<file path="config.mk">
export PLATFORM = sky130hd
export DESIGN_NAME = pll_lock_ctrl
export DESIGN_NICKNAME = d
export VERILOG_FILES = /design/src/rtl/pll_lock_ctrl.sv
export SDC_FILE = /design/constraint.sdc
export NUM_CORES = 1
export LEC_CHECK = 0
export CORE_UTILIZATION = 50
export DETAILED_ROUTE_END_ITERATION = 8
export GPL_TIMING_DRIVEN = 0
export PLACE_DENSITY = 0.73
export RECOVER_POWER = 25
export SYNTH_ARGS = -nofsm -noshare
export SYNTH_HDL_FRONTEND = slang
export SYNTH_SLANG_ARGS = --single-unit
export TNS_END_PERCENT = 50
</file>
<file path="constraint.sdc">
create_clock -name ref_clk -period 3.3 [get_ports ref_clk]
set_clock_uncertainty 0.1 [all_clocks]
set_input_delay 0.495 -clock ref_clk [delete_from_list [all_inputs] [get_ports ref_clk]]
set_output_delay 0.495 -clock ref_clk [all_outputs]
set_load 0.005 [all_outputs]
</file>
<file path="src/rtl/pll_lock_ctrl.sv">
// PLL lock controller: measures divided feedback ticks per window and walks the trim code until lock.
// Optional feature macro PLL_LOCK_MONITOR_EN: keep measuring while locked, re-trim after two bad windows.
`timescale 1ns/1ps
module pll_lock_ctrl #(
    parameter int unsigned TRIM_W     = 4,
    parameter int unsigned CNT_W      = 12,
    parameter int unsigned WIN_CYC    = 256,
    parameter int unsigned SETTLE_CYC = 64,
    parameter int unsigned TOL        = 2
) (
    input  logic              ref_clk,
    input  logic              porb,
    input  logic              start,
    input  logic              abort,
    input  logic              fb_tick,
    input  logic [CNT_W-1:0]  target_cnt,
    output logic [TRIM_W-1:0] trim_code,
    output logic              enb_vco,
    output logic              enb_cp,
    output logic              busy,
    output logic              locked,
    output logic              fail,
    output logic [CNT_W-1:0]  cnt_last
);

    localparam int unsigned TMR_MAX = (WIN_CYC > SETTLE_CYC) ? WIN_CYC : SETTLE_CYC;
    localparam int unsigned TMR_W   = $clog2(TMR_MAX + 1);
    localparam int unsigned STEP_W  = TRIM_W + 1;
    localparam int unsigned DIFF_W  = CNT_W + 1;

    localparam logic [TRIM_W-1:0] TRIM_MID   = TRIM_W'(1 << (TRIM_W - 1));
    localparam logic [TRIM_W-1:0] TRIM_MAX   = '1;
    localparam logic [STEP_W-1:0] STEP_LIM   = STEP_W'(1 << TRIM_W);
    localparam logic [TMR_W-1:0]  SETTLE_END = TMR_W'(SETTLE_CYC - 1);
    localparam logic [TMR_W-1:0]  WIN_END    = TMR_W'(WIN_CYC - 1);
    localparam logic [DIFF_W-1:0] TOL_V      = DIFF_W'(TOL);

    typedef enum logic [2:0] {
        S_IDLE, S_ENABLE, S_SETTLE, S_MEASURE, S_EVAL, S_LOCKED, S_FAIL
    } state_t;

    state_t            r_state;
    logic [TRIM_W-1:0] r_trim;
    logic [CNT_W-1:0]  r_target;
    logic [CNT_W-1:0]  r_cnt;
    logic [CNT_W-1:0]  r_cnt_last;
    logic [TMR_W-1:0]  r_tmr;
    logic [STEP_W-1:0] r_step;
    logic              r_enb_vco;
    logic              r_enb_cp;
    logic              r_busy;
    logic              r_locked;
    logic              r_fail;
`ifdef PLL_LOCK_MONITOR_EN
    logic              r_miss;
`endif

    logic [CNT_W-1:0]  w_cnt_nxt;
    logic              w_win_end;
    logic              w_cnt_lt;
    logic              w_in_tol;
    logic              w_at_rail;
    logic              w_start_ok;

    // Unsigned magnitude of the count error, one bit wider than the counter so it never wraps.
    function automatic logic f_in_tol(input logic [CNT_W-1:0] cnt, input logic [CNT_W-1:0] tgt);
        logic [DIFF_W-1:0] mag;
        mag = (cnt < tgt) ? ({1'b0, tgt} - {1'b0, cnt}) : ({1'b0, cnt} - {1'b0, tgt});
        return (mag <= TOL_V);
    endfunction

    assign w_cnt_nxt  = (r_cnt == '1) ? r_cnt : r_cnt + CNT_W'(fb_tick);
    assign w_win_end  = (r_tmr == WIN_END);
    assign w_cnt_lt   = (r_cnt_last < r_target);
    assign w_in_tol   = f_in_tol(r_cnt_last, r_target);
    assign w_at_rail  = w_cnt_lt ? (r_trim == TRIM_MAX) : (r_trim == '0);
    assign w_start_ok = start && ((r_state == S_IDLE) || (r_state == S_LOCKED) || (r_state == S_FAIL));

    assign trim_code = r_trim;
    assign enb_vco   = r_enb_vco;
    assign enb_cp    = r_enb_cp;
    assign busy      = r_busy;
    assign locked    = r_locked;
    assign fail      = r_fail;
    assign cnt_last  = r_cnt_last;

    always_ff @(posedge ref_clk or negedge porb) begin
        if (!porb) begin
            r_state    <= S_IDLE;
            r_trim     <= TRIM_MID;
            r_target   <= '0;
            r_cnt      <= '0;
            r_cnt_last <= '0;
            r_tmr      <= '0;
            r_step     <= '0;
            r_enb_vco  <= 1'b1;
            r_enb_cp   <= 1'b1;
            r_busy     <= 1'b0;
            r_locked   <= 1'b0;
            r_fail     <= 1'b0;
`ifdef PLL_LOCK_MONITOR_EN
            r_miss     <= 1'b0;
`endif
        end else if (abort) begin
            // Trim is deliberately held so a later restart or debug read sees the last code.
            r_state   <= S_IDLE;
            r_cnt     <= '0;
            r_tmr     <= '0;
            r_enb_vco <= 1'b1;
            r_enb_cp  <= 1'b1;
            r_busy    <= 1'b0;
            r_locked  <= 1'b0;
            r_fail    <= 1'b0;
        end else if (w_start_ok) begin
            r_state   <= S_ENABLE;
            r_trim    <= TRIM_MID;
            r_target  <= target_cnt;
            r_step    <= '0;
            r_cnt     <= '0;
            r_tmr     <= '0;
            r_enb_vco <= 1'b0;
            r_enb_cp  <= 1'b1;
            r_busy    <= 1'b1;
            r_locked  <= 1'b0;
            r_fail    <= 1'b0;
`ifdef PLL_LOCK_MONITOR_EN
            r_miss    <= 1'b0;
`endif
        end else begin
            case (r_state)
                S_ENABLE: begin
                    r_state  <= S_SETTLE;
                    r_enb_cp <= 1'b0;
                end
                S_SETTLE: begin
                    if (r_tmr == SETTLE_END) begin
                        r_tmr   <= '0;
                        r_state <= S_MEASURE;
                    end else begin
                        r_tmr <= r_tmr + TMR_W'(1);
                    end
                end
                S_MEASURE: begin
                    if (w_win_end) begin
                        r_cnt_last <= w_cnt_nxt;
                        r_cnt      <= '0;
                        r_tmr      <= '0;
                        r_state    <= S_EVAL;
                    end else begin
                        r_cnt <= w_cnt_nxt;
                        r_tmr <= r_tmr + TMR_W'(1);
                    end
                end
                S_EVAL: begin
                    if (w_in_tol) begin
                        r_state  <= S_LOCKED;
                        r_busy   <= 1'b0;
                        r_locked <= 1'b1;
                    end else if (w_at_rail || (r_step == STEP_LIM)) begin
                        r_state   <= S_FAIL;
                        r_busy    <= 1'b0;
                        r_fail    <= 1'b1;
                        r_enb_vco <= 1'b1;
                        r_enb_cp  <= 1'b1;
                    end else begin
                        r_trim  <= w_cnt_lt ? r_trim + TRIM_W'(1) : r_trim - TRIM_W'(1);
                        r_step  <= r_step + STEP_W'(1);
                        r_state <= S_SETTLE;
                    end
                end
                S_LOCKED: begin
`ifdef PLL_LOCK_MONITOR_EN
                    // Back-to-back windows; a single bad window is tolerated as noise.
                    if (w_win_end) begin
                        r_cnt_last <= w_cnt_nxt;
                        r_cnt      <= '0;
                        r_tmr      <= '0;
                        if (f_in_tol(w_cnt_nxt, r_target)) begin
                            r_miss <= 1'b0;
                        end else if (r_miss) begin
                            r_miss   <= 1'b0;
                            r_state  <= S_EVAL;
                            r_busy   <= 1'b1;
                            r_locked <= 1'b0;
                        end else begin
                            r_miss <= 1'b1;
                        end
                    end else begin
                        r_cnt <= w_cnt_nxt;
                        r_tmr <= r_tmr + TMR_W'(1);
                    end
`endif
                end
                S_IDLE, S_FAIL: begin
                end
                default: r_state <= S_IDLE;
            endcase
        end
    end

endmodule
</file>
### After elaboration in Yosys (flattened, before gate mapping)

Cells that the tools add are included.

* output and inout port bits: 21
* input port bits: 17
* register bits: 62

* $add $sub $neg: 7
* magnitude comparators: 2
* bitwise gates (word level): 2
* equal/unequal tests: 19
* mux-type cells: 46
* reduce and logical (&&, ||, !) cells: 23

Operators with widths (count)
* $mux 12: 5
* $mux 9: 4
* $sub 12x12->13: 2
* $mux 4: 5
* $mux 5: 4
* $mux 1: 18
* $mux 3: 6
* $pmux 9 s2: 1
* $ne 4x4->1 const B: 4
* $pmux 3 s5: 1
* $le 13x2->1 const B: 1
* $mux 13: 1
* $add 12x1->12: 1
* $eq 12x12->1 const B: 1
* $lt 12x12->1: 1
* $reduce_bool 3->1: 4
* $reduce_bool 4->1: 3
* $add 9x1->9 const B: 1
* $eq 3x3->1 const B: 3
* $eq 9x6->1 const B: 1
* $eq 9x8->1 const B: 1
* $reduce_and 3->1: 3
* $reduce_and 4->1: 2
* $eq 3x2->1 const B: 2
* other kinds (19): 24

### Depth between registers and ports, before layout

Gate-level depths: netlist of the first run.

* depth after elaboration: 8
* gate-level depth with buffers: 14
* depth with buffers taken out: 13

### Worst setup path before layout of the first run

Ideal clock, no wire load.

* path kind: reg-to-reg
* from: reg r_cnt_last[1], in the netlist cnt_last[1]
* to: reg r_trim[3], in the netlist trim_code[3]
* cell stages (with the launch flop): 13
* clock period less this slack: 3.551 ns
* buffers on the path: 1
* data arrival time: 3.373 ns
* path slack: -0.251 ns
* data required time: 3.121 ns
* setup time: 0.079 ns
* cells stage by stage: dfrtp_1 inv_1 ha_1 nor2b_1 o31a_4 o211ai_4 nand3_2 and3b_1 or4b_1 or4_4 buf_6 a311o_1 o211a_1

* cells in the longest elaborated chain, start to end: 6

RTL lines
* from (decl): RTL line 46 `logic [CNT_W-1:0] r_cnt_last;`
* from (signal assigned): RTL line 145 `r_cnt_last <= w_cnt_nxt;`
* branches (longest 6 deep; another with $sub 12x12->13)
* to (signal assigned): RTL line 166 `r_trim <= w_cnt_lt ? r_trim + TRIM_W'(1) : r_trim - TRIM_W'(1);`
* to (decl): RTL line 43 `logic [TRIM_W-1:0] r_trim;`

Several ways; the timed one is not identified. The select of a mux whose other input is x is not followed.
A chain may end at the register's enable or synchronous reset.

### Worst setup path in the final report of the first run

* from: reg r_cnt_last[5], in the netlist cnt_last[5]
* to: reg r_trim[3], in the netlist trim_code[3]

The elaborated chain is that of the path after synthesis.

==> results of run 1 <==
[power breakdown]
part           internal, mW  switching [mW]  leakage [nW]  total [mW]
clock network         0.336           0.324        0.0986       0.660
registers             0.808          0.0394         0.813       0.847
logic                 0.477           0.622          1.66        1.10
[registers in the layout (all words and copies together), names as in the netlist, 3 cells and up]
register / count
cnt_last: 12
r_cnt: 12
r_state: 3
r_step: 5
r_target: 12
r_tmr: 9
trim_code: 4
[timing repair]
action	in CTS	in global routing
cloned	1	0
setup buffers	26	7
resized for setup	49	42
setup endpoints to repair	17	22
pin swaps	12	12
[critical path, cell delays in order (launching register included)]
cell	delay, ns
dfrtp_1	0.43
buf_4	0.17
ha_1	0.26
a21oi_4	0.24
o21ai_4	0.12
a21oi_4	0.25
a21boi_1	0.14
o21ai_0	0.21
or4b_4	0.51
or4_4	0.46
buf_6	0.15
a311o_1	0.32
o211a_1	0.14
[final timing paths]
path / start / to / slack (ns) / depth (start not counted)
min in group asynchronous: porb / r_target[5] / 0.42 / 1
max reg2reg: cnt_last[5] / trim_code[3] / -0.26 / 12
max in group asynchronous: porb / cnt_last[1] / 1.62 / 1
max: cnt_last[5] / trim_code[3] / -0.26 / 12
min reg2reg: locked / locked / 0.40 / 1
min: locked / locked / 0.40 / 1
[routing by layer]
metal  vias up  share of wire (%)  global-route usage [%]
li1       2080                  -                       -
met1      2141                 42                    34.3
met2       153                 49                    43.2
met3        44                6.1                    5.90
met4         0                3.0                    9.64
met5         -                  0                       0
[kinds of logic after synthesis]
family                   count (synthesis)
AO/OA/AOI/OAI                          172
XOR/XNOR                                19
adder cells (fa/ha/maj)                 36
buffers and inverters                   59
flip-flops                              62
multiplexers                             6
AND/OR/NAND/NOR                        181
[synth_stat cells, drive strengths merged, types with 7 or more instances]
library cell | number | area share [%]
o21ai | 75 | 8.4
dfrtp | 59 | 33
nand2 | 58 | 4.8
inv | 37 | 3.1
a21oi | 36 | 4.2
nor2 | 34 | 2.9
ha | 33 | 9.1
and3 | 19 | 2.6
clkbuf | 15 | 1.2
nand3 | 15 | 1.8
nand2b | 13 | 1.8
xnor2 | 13 | 2.5
a21o | 10 | 1.7
nor3 | 9 | 1.0
buf | 7 | 1.1
o21a | 7 | 1.2
[per-stage QoR]
stage               std cells  hold WS (ns)  TNS, ns  instance area, um^2  util [%]
floorplan                 535        0.0994  -0.0708                 4530         -
global placement          680         0.371   -35.19                 5030      57.7
detailed placement        680         0.379    -7.00                 5030      57.7
CTS                       721         0.165    -1.35                 5630      64.5
global route              728         0.413    -3.16                 5850      67.1
finish                    728         0.397    -1.91                 5850      67.1
[layout make-up]
type                    instances  area, um^2
plain buffers                  20         116
flip-flops and latches         62        1560
clock inverters                 4        30.0
inverters                      37         139
clock buffers                  12         165
fillers                       693        2870
well taps                     108         135
repair buffers                 71         636
multi-input cells             414        3070
==> impl_results.md, run 1 <==
* Arrival time at the worst endpoint at 3.74 ns
* EDFF count, synth at 0
* Setup violations, final at 13
* Nets at 668
* Synth Net Count at 588
* Synthesis-to-finish area growth at 29.3%
* Vias at 4418
* CTS sink cnt at 62
* Commonest non-fill, non-tap cell in the layout: o21ai_0
* Pwr Density at 446 nW/um^2
* Chip height at 97.1 um
* Initial antenna violation count at 0
* Compound-Gate Fraction of Synth Area at 24.4%
* Routed WL at 12.7 mm
* Crit path launch type: register
* Num CTS Buffers at 9
* Vias in the first global route at 4135
* DR WL/cell at 17.5 um
* RSZ-0062 raised after global routing: true
* CTS tree: built
* Vias per cell at 6.07
* H-tree Lvls at 3
* Worst hold path type: reg2reg
* Failing checks: max-capacitance violations, max-slew violations, negative setup slack
* Initial drt markers at 244
* Largest net degree at the start of global routing at 63
* Most frequent cells in the layout: 63 x o21ai_0, 56 x dfrtp_1, 55 x nand2_1
* Share of layout cells above drive strength 1 at 19.7%
* Post-layout min period at 3.56 ns
* Post-Syn Instances at 535
* Crit path max fanout at 5
* Place WS at -0.548 ns
* Post-synthesis adder-cell area fraction at 10.5%
* Fin crit share at 108%
* Max IR drop VDD at 0.247 mV
* Syn Area/Cell at 8.45 um^2
* TritonRoute pass-1 iters at 4
* Total design power at 2.61 mW
* CTS Hold Bufs at 0
* DRT antenna net count at 0
* Synth async-reset ratio at 100%
* Root buf cell: clkbuf_8
* Row count at 34
* Worst-Skew Late Latency at 0.35 ns
* Yosys reg bits at 62
* Slew margin rel. at -4.70%
* Clk buf depth at 2
* Main combinational cell family by area after synthesis: compound AO/OA/AOI/OAI gates
* Post-route setup slack at -0.264 ns
* Max frequency at 281 MHz
* Io pins at 38
* Mapped Area at 4520 um^2
* CP required at 3.48 ns
* Simple logic cell fraction of the synthesized area at 20.2%
* Leakage at 2.57 nW
* Slew at the pin closest to its max-slew limit at 1.57 ns
* Routability congestion estimate at 0.869
* Die area at 9430 um^2
* DRC at 0
* Primary FF master, synth: dfrtp_1
* Ys Warns at 0
* Post-synthesis sequential area ratio at 34.4%
* Status: complete, but fails checks
* Max Cap Viol at 1
* Cell variety after synth at 67
* Antenna diodes at 0
* Initial Utilization at 51.9%
* Fin. Hold Viols at 0
* Core area at 8720 um^2
* Total GRT Usage at 26.4%
* Die width at 97.1 um
* Gr ovfl total at 0
* XOR/XNOR share of the synthesized area at 3.68%
* First-pass GRT wire length at 20.0 mm
* Final Max Slew Viols at 63
* Clk slew on worst S/H paths at 0.08 ns
* DP Wirelength at 8.17 mm
* Setup crit end kind: register
* Port bufs at 37
* Post-synthesis mux area share at 1.41%
* Crit path kind: reg2reg
No activity file was read; power rests on OpenSTA's default activity.
==> run 2: changes to the inputs <==
CORE_UTILIZATION = 40   (was 50)
PLACE_DENSITY = unset   (was 0.73)
==> impl_results.md, run 2 (synthesized netlist as in run 1, its figures left out) <==
* Max IR drop VDD at 0.290 mV
* Fin Setup TNS at -0.890 ns
* Final Cell Area at 6000 um^2
* Crit path launch type: register
* Final non-filler cell total at 758
* DP Wirelength at 8.65 mm
* Row count at 38
* Antenna diodes at 0
* R2R cell count at 12
* Io pins at 38
* Hold endpoint: fail
* Setup slack, reg-to-reg at -0.16 ns
* Root buf cell: clkbuf_16
* Setup violations, final at 11
* TritonRoute pass-1 iters at 4
* Nets at 666
* Port bufs at 37
* DR WL/cell at 16.5 um
* Most frequent cells in the layout: 62 x o21ai_0, 55 x nand2_1, 52 x dfrtp_1
* Placed instance count at 712
* Pwr Density at 490 nW/um^2
* Placement Cell Area at 5070 um^2
* Vias per cell at 5.66
* FF-to-FF Start: cnt_last[1]
* Initial Utilization at 41.4%
* CTS sink cnt at 62
* Die width at 108 um
* Reg area at 1560 um^2
* Post-route setup slack at -0.161 ns
* Total GRT Usage at 22.4%
* Post-layout min period at 3.46 ns
* Vias at 4289
* Die area at 11700 um^2
* Worst-Skew Late Latency at 0.34 ns
* Gr ovfl total at 0
* Status: complete, but fails checks
* Fin. Hold Viols at 0
* Initial drt markers at 161
* Routed WL at 12.5 mm
* Place WS at -0.536 ns
* Final Max Slew Viols at 63
* H-tree Lvls at 3
* Initial antenna violation count at 0
* Max Cap Viol at 1
* Leakage at 2.60 nW
* Slew margin rel. at -7.98%
* Hold slack final at 0.384 ns
* Core area at 10900 um^2
* Hold Crit Start: fail
* Filler instances at 1027
* R2R Path End: trim_code[3]
* Setup crit end kind: register
* First-pass GRT wire length at 20.3 mm
* RSZ-0062 raised after global routing: true
* Crit path kind: reg2reg
* Commonest non-fill, non-tap cell in the layout: o21ai_0
* Clk slew on worst S/H paths at 0.06 ns
* Clk buf depth at 2
* Synthesis-to-finish area growth at 32.7%
* Num CTS Buffers at 9
* Share of layout cells above drive strength 1 at 20.9%
* DRC at 0
* Routability congestion estimate at 0.877
* Largest net degree at the start of global routing at 63
* Chip height at 108 um
* Arrival time at the worst endpoint at 3.62 ns
* Max frequency at 289 MHz
* Hold Crit Depth at 2
* Crit path max fanout at 8
* Fin crit share at 105%
* Failing checks: max-capacitance violations, max-slew violations, negative setup slack
* Multi-input gate area at 3060 um^2
* CP required at 3.46 ns
* CTS Hold Bufs at 0
* Vias in the first global route at 3999
* DRT antenna net count at 0
* Worst hold path type: reg2reg
* Slew at the pin closest to its max-slew limit at 1.62 ns
* CTS tree: built
==> run 2: cell count changes in the layout (fill, tap and decap cells not counted), sizes merged <==
cell      change
clkinv        -1
buf           -2
clkbuf        -3
bufinv        +2
inv           +1
clkinvlp      +1
==> run 2: how the worst max path moves through the flow <==
stage / start / slack, ns / cells after the start / endpoint
5_1_grt: cnt_last[1] / -0.23 / 11 / trim_code[3]
2_1_floorplan: cnt_last[1] / -0.07 / 12 / trim_code[3]
6_report: cnt_last[1] / -0.16 / 12 / trim_code[3]
3_5_place_dp: cnt_last[5] / -0.54 / 12 / r_step[1]
3_3_place_gp: porb / -0.82 / 1 / cnt_last[1]
4_1_cts: cnt_last[1] / -0.16 / 12 / trim_code[3]
==> run 2: worst max-delay path: stages (launching register included) <==
cell and delay [ns]:
dfrtp_2 0.43, inv_4 0.08, ha_4 0.20, nor2b_1 0.16, o31ai_4 0.31, a311oi_2 0.18, o41a_1 0.42, mux2i_2 0.20
xnor2_2 0.13, or4_4 0.56, buf_6 0.15, a311o_1 0.31, o211a_1 0.13
==> run 2: routing by layer <==
metal	track usage [%]	vias up	share of wire, %
met2	36.1	85	49
met3	3.56	20	3.7
li1	-	2078	-
met5	0	-	0
met1	30.4	2106	46
met4	7.63	0	1.9
==> run 2: what timing repair did <==
| action | CTS | global route |
|---|---|---|
| setup endpoints to repair | 17 | 28 |
| gates resized for setup | 57 | 34 |
| setup buffers | 22 | 9 |
| pin swaps | 14 | 6 |
==> run 2: final cells by class <==
cell class              instances  area share (%)
multi-input cells             414            50.9
flip-flops and latches         62            26.1
repair buffers                 68            10.3
clock buffers                   9            3.75
well taps                     140            2.92
inverters                      37            2.36
plain buffers                  21            2.04
clock inverters                 7            1.63
==> run 2: stage by stage <==
| stage | utilization (%) | power (mW) |
|---|---|---|
| 6_report | 54.9 | 2.94 |
| 5_1_grt | 54.9 | 3.09 |
| 4_1_cts | 53.0 | 2.85 |
| 3_5_place_dp | 46.4 | 1.64 |
| 3_3_place_gp | 46.4 | 1.62 |
| 2_1_floorplan | - | 1.42 |
==> run 2: power by group <==
| part | switching (mW) | leakage, nW | internal (mW) |
|---|---|---|---|
| Combinational | 0.585 | 1.64 | 0.467 |
| Sequential | 0.0424 | 0.806 | 0.810 |
| Clock | 0.372 | 0.152 | 0.663 |
